`src/rtl/wb_regfile_sb_if.sv`:
```
// Writeback / decode-side bundle of the integer register file with RAW scoreboard.
// The pipeline side is the master; the register file is the slave.
interface wb_regfile_sb_if #(
  parameter int XLEN = 32
);
  logic            wb_valid;
  logic            wb_memtoreg;
  logic [4:0]      wb_rd;
  logic [XLEN-1:0] wb_read_data;
  logic [XLEN-1:0] wb_alu_result;

  logic [4:0]      rs1_addr;
  logic [4:0]      rs2_addr;
  logic            rs1_used;
  logic            rs2_used;
  logic [XLEN-1:0] rs1_data;
  logic [XLEN-1:0] rs2_data;

  logic            issue_valid;
  logic [4:0]      issue_rd;

  logic            hazard_stall;
  logic            sb_overflow;
  logic            sb_underflow;

  modport master (
    output wb_valid, wb_memtoreg, wb_rd, wb_read_data, wb_alu_result,
    output rs1_addr, rs2_addr, rs1_used, rs2_used,
    output issue_valid, issue_rd,
    input  rs1_data, rs2_data, hazard_stall, sb_overflow, sb_underflow
  );

  modport slave (
    input  wb_valid, wb_memtoreg, wb_rd, wb_read_data, wb_alu_result,
    input  rs1_addr, rs2_addr, rs1_used, rs2_used,
    input  issue_valid, issue_rd,
    output rs1_data, rs2_data, hazard_stall, sb_overflow, sb_underflow
  );
endinterface

```
`src/rtl/wb_regfile_sb.sv`:
```
// Writeback stage register file: WB data select, 32x32 regs with write-through
// read ports, and a 2-bit per-register pending-write scoreboard for RAW stalls.
module wb_regfile_sb #(
  parameter int XLEN  = 32,
  parameter int NREGS = 32
) (
  input  logic           clk,
  input  logic           reset,
  wb_regfile_sb_if.slave bus
);
  localparam int AW = 5;

  logic [XLEN-1:0]  wb_data;
  logic             wb_wr;
  logic [XLEN-1:0]  regs [NREGS];
  logic [1:0]       pend [NREGS];
  logic [NREGS-1:0] inc_vec;
  logic [NREGS-1:0] dec_vec;
  logic [NREGS-1:0] busy_vec;
  logic             ovf_set;
  logic             unf_set;
  logic             ovf_q;
  logic             unf_q;

  assign wb_data = bus.wb_memtoreg ? bus.wb_read_data : bus.wb_alu_result;
  assign wb_wr   = bus.wb_valid && (bus.wb_rd != '0);

  // regs[0] is only ever reset; address 0 is forced to zero on the read side anyway
  always_ff @(posedge clk) begin
    if (reset) begin
      for (int r = 0; r < NREGS; r++) regs[r] <= '0;
    end else if (wb_wr) begin
      regs[bus.wb_rd] <= wb_data;
    end
  end

  always_comb begin
    bus.rs1_data = regs[bus.rs1_addr];
    if (bus.rs1_addr == '0)
      bus.rs1_data = '0;
    else if (bus.wb_valid && (bus.wb_rd == bus.rs1_addr))
      bus.rs1_data = wb_data;
  end

  always_comb begin
    bus.rs2_data = regs[bus.rs2_addr];
    if (bus.rs2_addr == '0)
      bus.rs2_data = '0;
    else if (bus.wb_valid && (bus.wb_rd == bus.rs2_addr))
      bus.rs2_data = wb_data;
  end

  // Busy uses pend minus this cycle's retirement; a retirement against an
  // empty counter (underflow) is treated as not busy rather than wrapping.
  always_comb begin
    inc_vec  = '0;
    dec_vec  = '0;
    busy_vec = '0;
    ovf_set  = 1'b0;
    unf_set  = 1'b0;
    for (int r = 1; r < NREGS; r++) begin
      inc_vec[r]  = bus.issue_valid && (bus.issue_rd == AW'(r));
      dec_vec[r]  = bus.wb_valid && (bus.wb_rd == AW'(r));
      busy_vec[r] = dec_vec[r] ? (pend[r] > 2'd1) : (pend[r] != 2'd0);
      if (inc_vec[r] && !dec_vec[r] && (pend[r] == 2'd3)) ovf_set = 1'b1;
      if (dec_vec[r] && !inc_vec[r] && (pend[r] == 2'd0)) unf_set = 1'b1;
    end
  end

  always_ff @(posedge clk) begin
    if (reset) begin
      for (int r = 0; r < NREGS; r++) pend[r] <= 2'd0;
      ovf_q <= 1'b0;
      unf_q <= 1'b0;
    end else begin
      for (int r = 1; r < NREGS; r++) begin
        if (inc_vec[r] && !dec_vec[r] && (pend[r] != 2'd3))
          pend[r] <= pend[r] + 2'd1;
        else if (dec_vec[r] && !inc_vec[r] && (pend[r] != 2'd0))
          pend[r] <= pend[r] - 2'd1;
      end
      ovf_q <= ovf_q | ovf_set;
      unf_q <= unf_q | unf_set;
    end
  end

  assign bus.hazard_stall = (bus.rs1_used && busy_vec[bus.rs1_addr]) ||
                            (bus.rs2_used && busy_vec[bus.rs2_addr]);
  assign bus.sb_overflow  = ovf_q;
  assign bus.sb_underflow = unf_q;

endmodule

```
`src/flat_wrapper.sv`:
```
// flat-port wrapper written by rule: the top's interface ports become plain ports
module wb_regfile_sb_flat 
#(
  parameter int XLEN  = 32,
  parameter int NREGS = 32
)
  (clk, reset, bus_wb_valid, bus_wb_memtoreg, bus_wb_rd, bus_wb_read_data, bus_wb_alu_result, bus_rs1_addr, bus_rs2_addr, bus_rs1_used, bus_rs2_used, bus_issue_valid, bus_issue_rd, bus_rs1_data, bus_rs2_data, bus_hazard_stall, bus_sb_overflow, bus_sb_underflow);
  wb_regfile_sb_if #(.XLEN(XLEN)) bus_i ();
  input  logic clk;
  input  logic reset;
  input wire logic [$bits(bus_i.wb_valid)-1:0] bus_wb_valid;
  input wire logic [$bits(bus_i.wb_memtoreg)-1:0] bus_wb_memtoreg;
  input wire logic [$bits(bus_i.wb_rd)-1:0] bus_wb_rd;
  input wire logic [$bits(bus_i.wb_read_data)-1:0] bus_wb_read_data;
  input wire logic [$bits(bus_i.wb_alu_result)-1:0] bus_wb_alu_result;
  input wire logic [$bits(bus_i.rs1_addr)-1:0] bus_rs1_addr;
  input wire logic [$bits(bus_i.rs2_addr)-1:0] bus_rs2_addr;
  input wire logic [$bits(bus_i.rs1_used)-1:0] bus_rs1_used;
  input wire logic [$bits(bus_i.rs2_used)-1:0] bus_rs2_used;
  input wire logic [$bits(bus_i.issue_valid)-1:0] bus_issue_valid;
  input wire logic [$bits(bus_i.issue_rd)-1:0] bus_issue_rd;
  output wire logic [$bits(bus_i.rs1_data)-1:0] bus_rs1_data;
  output wire logic [$bits(bus_i.rs2_data)-1:0] bus_rs2_data;
  output wire logic [$bits(bus_i.hazard_stall)-1:0] bus_hazard_stall;
  output wire logic [$bits(bus_i.sb_overflow)-1:0] bus_sb_overflow;
  output wire logic [$bits(bus_i.sb_underflow)-1:0] bus_sb_underflow;
  assign bus_i.wb_valid = bus_wb_valid;
  assign bus_i.wb_memtoreg = bus_wb_memtoreg;
  assign bus_i.wb_rd = bus_wb_rd;
  assign bus_i.wb_read_data = bus_wb_read_data;
  assign bus_i.wb_alu_result = bus_wb_alu_result;
  assign bus_i.rs1_addr = bus_rs1_addr;
  assign bus_i.rs2_addr = bus_rs2_addr;
  assign bus_i.rs1_used = bus_rs1_used;
  assign bus_i.rs2_used = bus_rs2_used;
  assign bus_i.issue_valid = bus_issue_valid;
  assign bus_i.issue_rd = bus_issue_rd;
  assign bus_rs1_data = bus_i.rs1_data;
  assign bus_rs2_data = bus_i.rs2_data;
  assign bus_hazard_stall = bus_i.hazard_stall;
  assign bus_sb_overflow = bus_i.sb_overflow;
  assign bus_sb_underflow = bus_i.sb_underflow;
  wb_regfile_sb #(.XLEN(XLEN), .NREGS(NREGS)) u_core (.clk(clk), .reset(reset), .bus(bus_i));
endmodule
```
`config.mk`:
```
export PLATFORM = sky130hd
export DESIGN_NAME = wb_regfile_sb_flat
export DESIGN_NICKNAME = d
export VERILOG_FILES = /design/src/rtl/wb_regfile_sb_if.sv /design/src/rtl/wb_regfile_sb.sv /design/src/flat_wrapper.sv
export SDC_FILE = /design/constraint.sdc
export NUM_CORES = 2
export LEC_CHECK = 0
export ABC_AREA = 0
export BUFFER_PORTS_ARGS = -buffer_cell sky130_fd_sc_hd__buf_4
export CORE_MARGIN = 1.5
export CORE_UTILIZATION = 30
export DETAILED_ROUTE_END_ITERATION = 10
export GPL_ROUTABILITY_DRIVEN = 0
export PLACE_DENSITY = 0.47
export SLEW_MARGIN = 0
export SYNTH_ARGS = -nofsm -noshare
export SYNTH_HDL_FRONTEND = slang
export SYNTH_SLANG_ARGS = --single-unit
```
`constraint.sdc`:
```
create_clock -name clk -period 2.6 [get_ports clk]
set_input_delay 0.13 -clock clk [delete_from_list [all_inputs] [get_ports clk]]
set_output_delay 0.13 -clock clk [all_outputs]
set_load 0.02 [all_outputs]
```
== Yosys cells after proc, flatten, opt, wreduce, memory -nomap -nowiden ==
Memories as Yosys holds them, arrays and structs flattened.
Index checks and enable logic that the tools add are counted.

* Register bits: 2
* Latch bits: 0
* Bits in writable memories: 1,088
* ROM bits: 0
* Input port bits: 91
* Output and inout port bits: 67
* Word-level logic and storage cells: 1,060
* Memories kept: 2

* $add $sub $neg: 62
* $mul: 0
* Div/mod/pow operators: 0
* Magnitude comparators: 33
* Equal/unequal tests: 126
* Shifts and indexed selects: 0
* Muxes and demuxes: 389
* Bitwise logic cells: 64
* Reductions and logical operators: 382

{| class="wikitable"
|+ Memory list
! memory !! depth !! width !! read ports !! clocked after memory_dff !! write ports !! line !! source
|-
| u_core.regs || 32 || 32 || 2 || 0 || 32 || wb_regfile_sb.sv:15 || <nowiki>logic [XLEN-1:0] regs [NREGS];</nowiki>
|-
| u_core.pend || 32 || 2 || 31 || 0 || 32 || wb_regfile_sb.sv:16 || <nowiki>logic [1:0] pend [NREGS];</nowiki>
|}

{| class="wikitable"
|+ Operator list
! cell !! count
|-
| 1-bit 2-to-1 mux || 318
|-
| 1-bit logical AND || 253
|-
| 32-bit 2-to-1 mux || 6
|-
| 5-bit == test, second input constant || 32
|-
| 2-bit 2-to-1 mux || 62
|-
| 5-bit by 4-bit == test with 1-bit output, second input constant || 16
|-
| 1-bit bitwise OR || 64
|-
| 2-bit by 1-bit adder with 2-bit output, second input constant || 31
|-
| 2-bit == test, second input constant || 31
|-
| 2-bit by 1-bit greater-than comparator with 1-bit output, second input constant || 31
|-
| 1-bit logical NOT || 62
|-
| 2-bit logical NOT || 31
|-
| 2-bit inequality test, second input constant || 31
|-
| 2-bit nonzero test || 31
|-
| 2-bit by 1-bit subtractor with 2-bit output, second input constant || 31
|-
| 5-bit by 3-bit == test with 1-bit output, second input constant || 8
|-
| 32-bit OR reduction || 1
|-
| 5-bit by 2-bit == test with 1-bit output, second input constant || 4
|-
| 5-bit by 6-bit less-than comparator with 1-bit output, second input constant || 2
|-
| 1-bit binary-select mux with 5-bit select || 2
|-
| 5-bit by 1-bit == test with 1-bit output, second input constant || 2
|-
| 5-bit == test || 2
|-
| 5-bit logical NOT || 2
|-
| 5-bit 2-to-1 mux || 1
|-
| other kinds (2) || 2
|}

== Longest topological paths before layout ==
* Depth after elaboration: 37
* Depth in mapped cells: 10
* Mapped depth without buffers: 9

== Least setup slack after synthesis ==
OpenSTA, ideal clock, no wires.

* Kind: in2out
* Start point: input port bus_rs1_addr[0]
* End point: output port bus_rs1_data[10]
* Arrival: 2.291 ns
* Data required time: 2.470 ns
* Setup slack: 0.179 ns
* Stages: 10
* Buffers on the path: 6
* Cell sequence: clkbuf_1 buf_4 buf_2 buf_2 xnor2_1 and3_1 buf_2 clkbuf_1 a211oi_1 a211oi_1

* Cells in the longest elaborated chain, start to end: 4
* Elaborated cells on any way between the ends: 6
* Classes of those cells: eq/ne: 1; mux: 2; reduce/logical: 2; memory: 1

{| class="wikitable"
|+ Ends and longest elaborated chain
! item !! line !! source
|-
| start: declaration || flat_wrapper.sv:16 || <nowiki>input wire logic [$bits(bus_i.rs1_addr)-1:0] bus_rs1_addr;</nowiki>
|-
| parallel branches: the longest is 3 deep, another holds memory 32 x 32 bit || n/a ||
|-
| 32-bit 2-to-1 mux * || wb_regfile_sb.sv:39 || <nowiki>if (bus.rs1_addr == '0)</nowiki>
|-
| end: declaration || flat_wrapper.sv:22 || <nowiki>output wire logic [$bits(bus_i.rs1_data)-1:0] bus_rs1_data;</nowiki>
|}

Every way passes the cells marked *.

==> flow_metrics.py <==
metrics = {
    "clock_network": {
        "htree_num_levels": 4,
        "cts_buffers": 133,
        "clock_tree.root_cell": "sky130_fd_sc_hd__clkbuf_16",
        "max-clock-path-buffers": 3,
        "clkLatencyLatePin_ns": 0.79,
        "cts_tree": "yes",
        "clock_sink_count": 1088,
        "clkSlewWorstSetupHoldPaths_ns": 0.06,
    },
    "sta": {
        "timing.final.setup_violations": 65,
        "report.final.hold_viol_count": 0,
        "worst_pin_slew_ns": 0.944,
        "finalHoldWorstSlack_ns": 0.0541,
        "grt_setup_unrepaired": "true",
        "worst_clk_skew_ns": 0.0454,
        "period_share_pct": 120,
        "fmax_mhz": 320,
        "final.setup.worst_slack_ns": -0.521,
        "fin_crit_ns": 3.12,
        "drv_slew": 0,
        "slew-limit-headroom_pct": 37.1,
    },
    "critical_path": {
        "crit_reg_reg_endpoint": "u_core.bus.sb_underflow",
        "critical-path-top-delay-family": "compound AO/OA/AOI/OAI gates",
        "r2r_start": "u_core.pend[8][0]",
        "cp.buffers_inverters": 1,
        "crit_arrival_ns": 2.99,
        "critPathRequiredTime_ns": 2.47,
        "worst-path-max-fanout": 4,
        "kind_of_capture_point_of_the_worst_setup_path": "output pin",
        "cell_breakdown_of_the_critical_path": "ha_1 -> nor4_4 -> nor3_1 -> a2111oi_1 -> o311ai_1 -> a21oi_1 -> a211o_1 -> buf_6",
        "worst_r2r_path_depth": 8,
        "setup.reg_to_reg.worst_slack_ns": 0.74,
        "cp-startpoint": "u_core.pend[16][0]",
        "timing.critical_path.depth": 8,
        "timing.critical_path.slowest_cell_delay_ns": 0.44,
        "timing.critical_path.slowest_stage_cell": "sky130_fd_sc_hd__edfxtp_1",
        "timing_worst_setup_path_type": "reg2out",
        "capturing_instance_or_port_of_the_critical_path": "bus_hazard_stall",
        "startpoint_class": "register",
    },
    "detailed_routing": {
        "wl_per_cell_um": 31.1,
        "drt_pre_antenna_iters": 5,
        "detail-route-antenna-nets": 0,
        "remaining_drc_errors": 0,
        "drt_iter0_markers": 5032,
        "drt-vias-per-instance": 5.63,
        "totalWireLength_um": 235000,
        "num_vias": 42490,
    },
    "die": {
        "die_area_um2": 202000,
        "start_util_pct": 30.3,
        "fp-row-count": 163,
        "fp.dieW_um": 450,
        "floorplan.die.height_um": 450,
        "boundaryPins": 158,
        "floorplan_core_area_um2": 198000,
    },
    "logic_synthesis": {
        "synth_cell_type_count": 68,
        "asyncSetResetFlopFracSynth_pct": 0,
        "synth_enable_flop_cells": 1086,
        "cell_area_synth_um2": 59900,
        "avgSynthCellArea_um2": 13.9,
        "ys_dominant_reg_cell": "sky130_fd_sc_hd__edfxtp_1",
        "synth.top_cells.by_area": "sky130_fd_sc_hd__edfxtp_1, sky130_fd_sc_hd__mux4_2, sky130_fd_sc_hd__nor2_1",
        "yosysWarnings": 0,
        "synth_sequential_area_ratio_pct": 54.5,
        "postSynthRegisterBits": 1088,
        "netlist.area_leader.share_pct": 54.5,
        "postSynthCellCount": 4320,
        "synth.largest_area_cell": "sky130_fd_sc_hd__edfxtp_1",
    },
    "final_layout": {
        "mostFrequentLayoutCells": "sky130_fd_sc_hd__nor2_1, sky130_fd_sc_hd__edfxtp_1, sky130_fd_sc_hd__mux4_2",
        "final_common_cell": "sky130_fd_sc_hd__nor2_1",
        "final.fill_count": 18665,
        "layout-drive-gt1-share_pct": 38.0,
        "area.growth.synth_to_final_pct": 26.5,
        "layout.nets": 4992,
        "postLayoutCellArea_um2": 75700,
    },
    "global_routing": {
        "grt.met1_usage_pct": 31.4,
        "met2_usage_pct": 37.2,
        "grt_first_pass_wirelength_um": 330000,
        "globalRoute.busiestLayer": "met2",
        "grt_max_degree": 114,
        "globalRoute.totalOverflow": 0,
        "grtUsageTotal_pct": 23.0,
        "number_of_global_route_vias_before_repair": 42557,
        "initial_antenna_violation_count": 3,
        "gr_util_met3_pct": 3.70,
    },
    "power": {
        "powerDensity_nw_per_um2": 620,
        "leakage_uw": 0.0266,
        "irDropWorstVdd_uv": 695,
    },
    "min_path": {
        "hold_path_startpoint": "bus_wb_read_data[17]",
        "worstHoldPathType": "in2reg",
    },
    "placement": {
        "port-buffer-count": 157,
        "place.detailed.hpwl_um": 148000,
        "post_dp_area_um2": 68900,
    },
    "status": {
        "result_of_the_run": "finished, violations left",
        "violations_in_the_final_reports": "negative setup slack",
    },
    "job": {
        "timing.max_cap.violations": 0,
    },
}
==> cell type report <==
type                    count  area (µm²)  share of cell area, %
flip-flops and latches   1088       32700                   43.1
multi-input cells        2752       27500                   36.3
repair buffers            766        7850                   10.4
clock buffers             172        3580                   4.73
well taps                2640        3300                   4.36
clock inverters            65         628                  0.829
inverters                  67         256                  0.339
diodes                      1        2.50                0.00330
==> sequential cells by signal, summed over array words and instances, names as in the netlist <==
register	cells
u_core.regs	1024
u_core.pend	62
u_core.bus.sb_overflow	1
u_core.bus.sb_underflow	1
==> routing by layer <==
metal,wire [µm],share of wire [%]
met1,96500,41
met5,0,0
met3,18800,8.0
met2,111000,47
met4,8780,3.7
==> stage by stage <==
stage / setup TNS [ns] / utilization, % / worst slack, ns / std cells / power (µW)
detailed placement: -9.11 / 34.8 / -0.711 / 7213 / 28400
floorplan: 0 / - / 0.179 / 4351 / 25000
global placement: -9.12 / 34.8 / -0.709 / 7213 / 28300
global route: -25.51 / 38.3 / -0.661 / 7551 / 48400
finish: -19.21 / 38.3 / -0.521 / 7551 / 47000
CTS: -23.41 / 38.0 / -0.610 / 7533 / 47200
==> synthesized netlist by cell type (6+ instances only) <==
cell type and number:
sky130_fd_sc_hd__xnor2_1 16, sky130_fd_sc_hd__edfxtp_1 1086, sky130_fd_sc_hd__nand4_1 11, sky130_fd_sc_hd__buf_2 65, sky130_fd_sc_hd__nor2_1 1135, sky130_fd_sc_hd__nand2_1 85
sky130_fd_sc_hd__nor2b_1 71, sky130_fd_sc_hd__and2_1 19, sky130_fd_sc_hd__nand2b_1 54, sky130_fd_sc_hd__nor3_1 75, sky130_fd_sc_hd__nor4_1 14, sky130_fd_sc_hd__a211oi_1 203
sky130_fd_sc_hd__o21ai_0 11, sky130_fd_sc_hd__buf_4 21, sky130_fd_sc_hd__nand3_1 56, sky130_fd_sc_hd__mux4_2 605, sky130_fd_sc_hd__and3_1 6, sky130_fd_sc_hd__inv_1 66
sky130_fd_sc_hd__ha_1 93, sky130_fd_sc_hd__buf_1 14, sky130_fd_sc_hd__mux2i_1 105, sky130_fd_sc_hd__clkbuf_1 341, sky130_fd_sc_hd__or3_1 36, sky130_fd_sc_hd__a32oi_1 9
sky130_fd_sc_hd__or2_2 6, sky130_fd_sc_hd__xor2_1 8, sky130_fd_sc_hd__a21oi_1 29, sky130_fd_sc_hd__o211a_1 6
==> tightest hold or removal path: cells and delay by family <==
family | cells | cell delay, ns
muxes | 1 | 0.16
buffers and inverters | 2 | 0.31
and+or+nand+nor | 1 | 0.09
==> repair_timing <==
item | 4_1_cts | 5_1_grt
setup buffers | 29 | 20
endpoints found under the setup margin | 65 | 65
resized for setup | 297 | 80
endpoints found under the hold margin | 866 | 0
hold buffers | 71 | 0
pin swaps | 161 | 52
==> power by group <==
group / internal (µW) / leakage [µW] / switching (µW) / total (µW)
sequential: 20300 / 0.0104 / 510 / 20800
clock: 10500 / 0.00204 / 7820 / 18300
combinational: 3720 / 0.0142 / 4180 / 7900
total: 34500 / 0.0266 / 12500 / 47000
==> worst min path at each step <==
stage	end	depth (start not counted)	slack (ns)
3_5_place_dp	u_core.regs[25][31]	3	0.58
3_3_place_gp	u_core.regs[25][31]	3	0.57
6_report	u_core.regs[14][17]	4	0.05
5_1_grt	u_core.regs[10][22]	4	0.04
4_1_cts	u_core.regs[14][17]	4	0.002
2_1_floorplan	u_core.regs[28][31]	2	0.46
==> logic make-up after synthesis <==
kind of cell               Yosys count  synth area share (%)
muxes                              711                  24.5
other                                1               0.00627
AOI/OAI and AO/OA                  294                  3.59
and+or+nand+nor                   1598                  11.5
DFF                               1088                  54.5
buffers and inverters              511                  3.51
adders and majority gates           93                  1.94
xor gates and xnor gates            24                 0.351
Power figures use the tool's default switching activity.
